===== src/rtl/data_bus_bridge.sv =====
// data_bus_bridge: steers CPU data accesses to the data RAM or a small MMIO
// register window, returning read data with one-cycle synchronous-SRAM timing.
module data_bus_bridge #(
    parameter logic [31:0] MMIO_BASE = 32'hBFAF_0000,
    parameter int          SW_W      = 16
) (
    input  logic            clk,
    input  logic            resetn,
    input  logic            data_sram_en,
    input  logic            data_sram_wen,
    input  logic [31:0]     data_sram_addr,
    input  logic [3:0]      data_sram_wmask,
    input  logic [31:0]     data_sram_wdata,
    output logic [31:0]     data_sram_rdata,
    output logic            ram_en,
    output logic            ram_wen,
    output logic [31:0]     ram_addr,
    output logic [3:0]      ram_wmask,
    output logic [31:0]     ram_wdata,
    input  logic [31:0]     ram_rdata,
    input  logic [SW_W-1:0] switch,
    output logic [SW_W-1:0] led,
    output logic            timer_irq
);
    localparam logic [15:0] OFF_LED     = 16'h0000;
    localparam logic [15:0] OFF_SWITCH  = 16'h0004;
    localparam logic [15:0] OFF_TIMER   = 16'h0008;
    localparam logic [15:0] OFF_CMP     = 16'h000C;
    localparam logic [15:0] OFF_IRQ     = 16'h0010;
    localparam logic [15:0] OFF_SCRATCH = 16'h0014;

    function automatic logic [31:0] merge_bytes(input logic [31:0] old_val,
                                                input logic [31:0] new_val,
                                                input logic [3:0]  mask);
        logic [31:0] res;
        res = old_val;
        for (int b = 0; b < 4; b++)
            if (mask[b])
                res[8*b +: 8] = new_val[8*b +: 8];
        return res;
    endfunction

    logic            hit_mmio;
    logic [15:0]     off;
    logic            mmio_wr;
    logic            mmio_rd;
    logic            any_mask;
    logic [SW_W-1:0] led_q;
    logic [SW_W-1:0] led_merged;
    logic [SW_W-1:0] sw_s1;
    logic [SW_W-1:0] sw_s2;
    logic [31:0]     timer_q;
    logic [31:0]     timer_next;
    logic [31:0]     cmp_q;
    logic [31:0]     scratch_q;
    logic            irq_q;
    logic            irq_clr;
    logic            irq_next;
    logic [31:0]     rd_val;
    logic [31:0]     rdata_q;
    logic            sel_mmio_q;

    always_comb begin
        hit_mmio = data_sram_en && (data_sram_addr[31:16] == MMIO_BASE[31:16]);
        off      = data_sram_addr[15:0];
        mmio_wr  = hit_mmio && data_sram_wen;
        mmio_rd  = hit_mmio && !data_sram_wen;
        any_mask = |data_sram_wmask;
    end

    assign ram_en    = data_sram_en & ~hit_mmio;
    assign ram_wen   = ram_en & data_sram_wen;
    assign ram_wmask = ram_en ? data_sram_wmask : 4'b0000;
    assign ram_addr  = data_sram_addr;
    assign ram_wdata = data_sram_wdata;

    // Register read mux sees pre-update values of the current cycle
    always_comb begin
        rd_val = '0;
        case (off)
            OFF_LED:     rd_val = 32'(led_q);
            OFF_SWITCH:  rd_val = 32'(sw_s2);
            OFF_TIMER:   rd_val = timer_q;
            OFF_CMP:     rd_val = cmp_q;
            OFF_IRQ:     rd_val = {31'd0, irq_q};
            OFF_SCRATCH: rd_val = scratch_q;
            default:     rd_val = '0;
        endcase
    end

    // A CPU timer write replaces the increment; the compare uses the old count
    always_comb begin
        led_merged = SW_W'(merge_bytes(32'(led_q), data_sram_wdata, data_sram_wmask));
        timer_next = timer_q + 32'd1;
        if (mmio_wr && (off == OFF_TIMER) && any_mask)
            timer_next = merge_bytes(timer_q, data_sram_wdata, data_sram_wmask);
        irq_clr  = mmio_wr && (off == OFF_IRQ) && data_sram_wmask[0] && data_sram_wdata[0];
        irq_next = (timer_q == cmp_q) || (irq_q && !irq_clr);
    end

    always_ff @(posedge clk or negedge resetn) begin
        if (!resetn) begin
            led_q      <= '0;
            sw_s1      <= '0;
            sw_s2      <= '0;
            timer_q    <= '0;
            cmp_q      <= 32'hFFFF_FFFF;
            scratch_q  <= '0;
            irq_q      <= 1'b0;
            rdata_q    <= '0;
            sel_mmio_q <= 1'b0;
        end else begin
            sw_s1   <= switch;
            sw_s2   <= sw_s1;
            timer_q <= timer_next;
            irq_q   <= irq_next;
            if (mmio_wr && (off == OFF_LED))
                led_q <= led_merged;
            if (mmio_wr && (off == OFF_CMP))
                cmp_q <= merge_bytes(cmp_q, data_sram_wdata, data_sram_wmask);
            if (mmio_wr && (off == OFF_SCRATCH))
                scratch_q <= merge_bytes(scratch_q, data_sram_wdata, data_sram_wmask);
            // Read-return stage: steering flag holds across idle cycles
            if (data_sram_en)
                sel_mmio_q <= mmio_rd;
            if (mmio_rd)
                rdata_q <= rd_val;
        end
    end

    assign data_sram_rdata = sel_mmio_q ? rdata_q : ram_rdata;
    assign led             = led_q;
    assign timer_irq       = irq_q;

endmodule


===== config.mk =====
export PLATFORM = sky130hd
export DESIGN_NAME = data_bus_bridge
export DESIGN_NICKNAME = d
export VERILOG_FILES = /design/src/rtl/data_bus_bridge.sv
export SDC_FILE = /design/constraint.sdc
export NUM_CORES = 1
export LEC_CHECK = 0
export ABC_AREA = 1
export BUFFER_PORTS_ARGS = -buffer_cell sky130_fd_sc_hd__buf_2
export CAP_MARGIN = 30
export CORE_ASPECT_RATIO = 0.7
export CORE_MARGIN = 3
export CORE_UTILIZATION = 30
export CTS_CLUSTER_SIZE = 16
export DETAILED_ROUTE_END_ITERATION = 8
export SYNTH_ARGS = -nofsm -noshare
export SYNTH_HDL_FRONTEND = slang
export SYNTH_SLANG_ARGS = --single-unit

===== constraint.sdc =====
create_clock -name clk -period 1.51 [get_ports clk]
set_input_delay 0.3775 -clock clk [delete_from_list [all_inputs] [get_ports clk]]
set_output_delay 0.3775 -clock clk [all_outputs]
set_load 0.01 [all_outputs]

==> metrics <==
run status finished with violations; failing checks setup timing; Critical Path Fanout Max 8; post-route non-filler standard cell count 2308; end of the worst register-to-register path timer_q[24]; Crit path top cell by count sky130_fd_sc_hd__nand2_1; Yosys top cell area share 34.6%; total global-route track usage 20.0%; mux contribution to synthesized area 0%; number of stages on the worst hold path 1; startpoint-to-endpoint class of the critical path reg2out; Area contributors post-synth sky130_fd_sc_hd__dfrtp_1, sky130_fd_sc_hd__nand2_1, sky130_fd_sc_hd__dfstp_2; routability congestion estimate 0.908; leakage dissipation 7.91 nW; most common cell in the synthesized netlist sky130_fd_sc_hd__nand2_1; Post-synth top cells sky130_fd_sc_hd__nand2_1, sky130_fd_sc_hd__nand3_1, sky130_fd_sc_hd__dfrtp_1; fraction of synthesized cell area in xor and xnor cells 3.49%; total wirelength of the detailed-routed design 39400 µm; setup skew after layout 8.76 ps; clock latency on the worst-skew pair 440 ps; clock input transition at the sequential cells of the worst setup and hold paths 70 ps; Seq/Total Area, Yosys 42.6%; Final ANT Viol Nets 0; nets@finish 1950; Primary FF master, synth sky130_fd_sc_hd__dfrtp_1; detailed-route wire length per cell 17.1 µm; height of the die 163 µm; fin util 44.5%; I/O pins 239; number of vias after detailed routing 10988; Rel. slew slack 78.4%; setup_tns -9370 ps; Highest Clock Rate 557 MHz; measured slew at the worst slew-check pin 323 ps; TritonCTS clock tree done; slowest cell on the critical path sky130_fd_sc_hd__dfrtp_1; starting DRC count in detailed routing 959; cells on worst reg2reg path 11; total of fill cells in the finished design 3315; arithmetic-cell share of the synthesized area counting full adders, half adders and majority gates 0.119%; half-perimeter wire length after placement 29000 µm; count of different cell masters after synthesis 32; area fraction in and, or, nand and nor cells after synthesis 40.5%; EDFF count, synth 0; effective utilization at floorplan 31.0%; required time reported for the critical path endpoint 1130 ps; post-synthesis sequential element count 178; main combinational cell family by area after synthesis simple AND/OR/NAND/NOR gates; cells after synthesis 1502; TritonCTS sink count 178; H-tree level count 4; Core Box Area 34100 µm²; endpoint type of the worst setup path primary output; number of I/O port buffers 238; CTS max path bufs 2; clock root buffer sky130_fd_sc_hd__clkbuf_16; via count of the first global-routing pass 10374; unrepaired setup endpoints after global routing true; worst supply voltage drop on vdd 0.652 mV; std cell rows 56; Worst Hold Launch switch[2]; drt first pass iters 7; Hold Path Sink sw_s1[2]; Syn Nets 1623; post-synthesis area per instance 7.02 µm²; launch instance of the worst register-to-register path timer_q[5]; final worst path period need 1790 ps; pin count of the biggest net entering global routing 51; Power per Cell Area 702 nW/µm²; residual DRC count 0; CP peak stage delay 430 ps; total power draw 10.7 mW; path category of the worst min-delay check in2reg; Area Growth Syn to Fin 43.8%; fraction of registers with async set/reset 100%; horizontal extent of the die 230 µm; Synth warnings 0; final count of negative-setup-slack endpoints 48; final critical-path setup slack -285 ps; Total Die Area 37500 µm²; residual overflow from global routing 0; cell type with the largest total area after synthesis sky130_fd_sc_hd__dfrtp_1; WP data arrival 1420 ps; endpoints failing hold 0; vias per std cell 4.76; share of the clock period used by the worst path 119%; R2R Setup Slk -40 ps; initial antenna violation count 1; cts bufs inserted 17; post-synthesis instance area 10500 µm²; number of max-capacitance violations reported 0; global-route wire length before repair 58300 µm; fraction of layout instances using a drive strength above 1 38.3%; count of pins over their slew limit 0; total placed cells including tap cells 2234; Worst Setup Start Kind flip-flop; fraction of the mapped netlist area in compound gates 2.75%; crit path cell chain inv_4 > clkbuf_16 > nand2_1 > nand2_1 > buf_2
[layout make-up]
class	instances	area (µm²)	area share [%]
Timing Repair Buffer	430	3290	21.7
Antenna cell	2	5.00	0.0330
Multi-Input combinational cell	1108	5770	38.0
Sequential cell	178	4510	29.7
Clock inverter	14	199	1.31
Inverter	94	383	2.52
Clock buffer	18	429	2.83
Tap cell	464	581	3.83
[metrics by stage]
| step | area (µm²) | worst slack (ps) | hold slack (ps) |
|---|---|---|---|
| floorplan | 10600 | -21.3 | 81.9 |
| global placement | 13000 | -604 | 280 |
| detailed placement | 13000 | -607 | 282 |
| CTS | 14100 | -336 | 23.4 |
| global route | 15200 | -350 | 19.3 |
| finish | 15200 | -285 | 43.9 |
[logic make-up after synthesis]
group / count (synthesis)
compound gates: 50
xor+xnor: 42
fa+ha+maj: 1
buf+inv: 217
flops: 178
simple gates: 1014
[placed cells by master (no fill, tap or decap), types with 5 or more instances in the layout]
master	count
sky130_fd_sc_hd__buf_12	18
sky130_fd_sc_hd__o211ai_1	16
sky130_fd_sc_hd__dfrtp_2	12
sky130_fd_sc_hd__nor2_2	32
sky130_fd_sc_hd__nand2_2	51
sky130_fd_sc_hd__buf_4	141
sky130_fd_sc_hd__buf_6	49
sky130_fd_sc_hd__nand2_1	639
sky130_fd_sc_hd__nand3_4	6
sky130_fd_sc_hd__buf_2	207
sky130_fd_sc_hd__dfstp_2	32
sky130_fd_sc_hd__o21ai_0	29
sky130_fd_sc_hd__xor2_1	18
sky130_fd_sc_hd__nand3_1	140
sky130_fd_sc_hd__inv_1	80
sky130_fd_sc_hd__buf_8	8
sky130_fd_sc_hd__or2_2	6
sky130_fd_sc_hd__clkbuf_16	21
sky130_fd_sc_hd__inv_6	5
sky130_fd_sc_hd__nand3_2	14
sky130_fd_sc_hd__inv_2	9
sky130_fd_sc_hd__xnor2_1	19
sky130_fd_sc_hd__nand4_1	26
sky130_fd_sc_hd__nand2_8	5
sky130_fd_sc_hd__dfrtp_1	134
sky130_fd_sc_hd__nor2_1	27
sky130_fd_sc_hd__nand2_4	15
sky130_fd_sc_hd__nor2_4	45
[worst max-delay path, delay by kind of cell, from the launching register on]
family | cells | cell delay [ps]
AND/OR/NAND/NOR | 2 | 110
buffers and inverters | 3 | 440
flip-flops | 1 | 430
[state kept, by name, summed over array words and instances (netlist names)]
name	flops
cmp_q	32
rdata_q	32
scratch_q	32
timer_q	32
led	16
sw_s1	16
sw_s2	16
sel_mmio_q	1
timer_irq	1
[worst max-delay path by stage]
stage	slack, ps	to	startpoint
6_report	-280	data_sram_rdata[20]	sel_mmio_q
5_1_grt	-350	data_sram_rdata[2]	sel_mmio_q
4_1_cts	-340	data_sram_rdata[18]	sel_mmio_q
3_5_place_dp	-610	scratch_q[6]	data_sram_addr[9]
3_3_place_gp	-600	scratch_q[7]	data_sram_addr[9]
2_1_floorplan	-20	timer_q[25]	data_sram_addr[9]
[per-layer routing]
metal / up-vias / part of all wire [%] / GRT usage (%)
li1: 5308 / - / -
met1: 5211 / 46 / 28.4
met2: 432 / 45 / 31.0
met3: 37 / 7.4 / 4.49
met4: 0 / 1.3 / 4.76
met5: - / 0 / 0
[where the power goes]
group / internal (mW) / switching, mW / total [mW]
sequential: 4.81 / 0.0129 / 4.83
clock: 2.80 / 2.04 / 4.85
combinational: 0.405 / 0.578 / 0.983
[timing repair]
item                       CTS  global route
hold buffers                 1             0
buffers inserted            12            24
pin swaps                   24           117
cloned                       4             4
setup endpoints to repair   75           183
gates resized for setup    102           212
hold endpoints to repair     9             0
No activity file was read; power rests on OpenSTA's default activity.
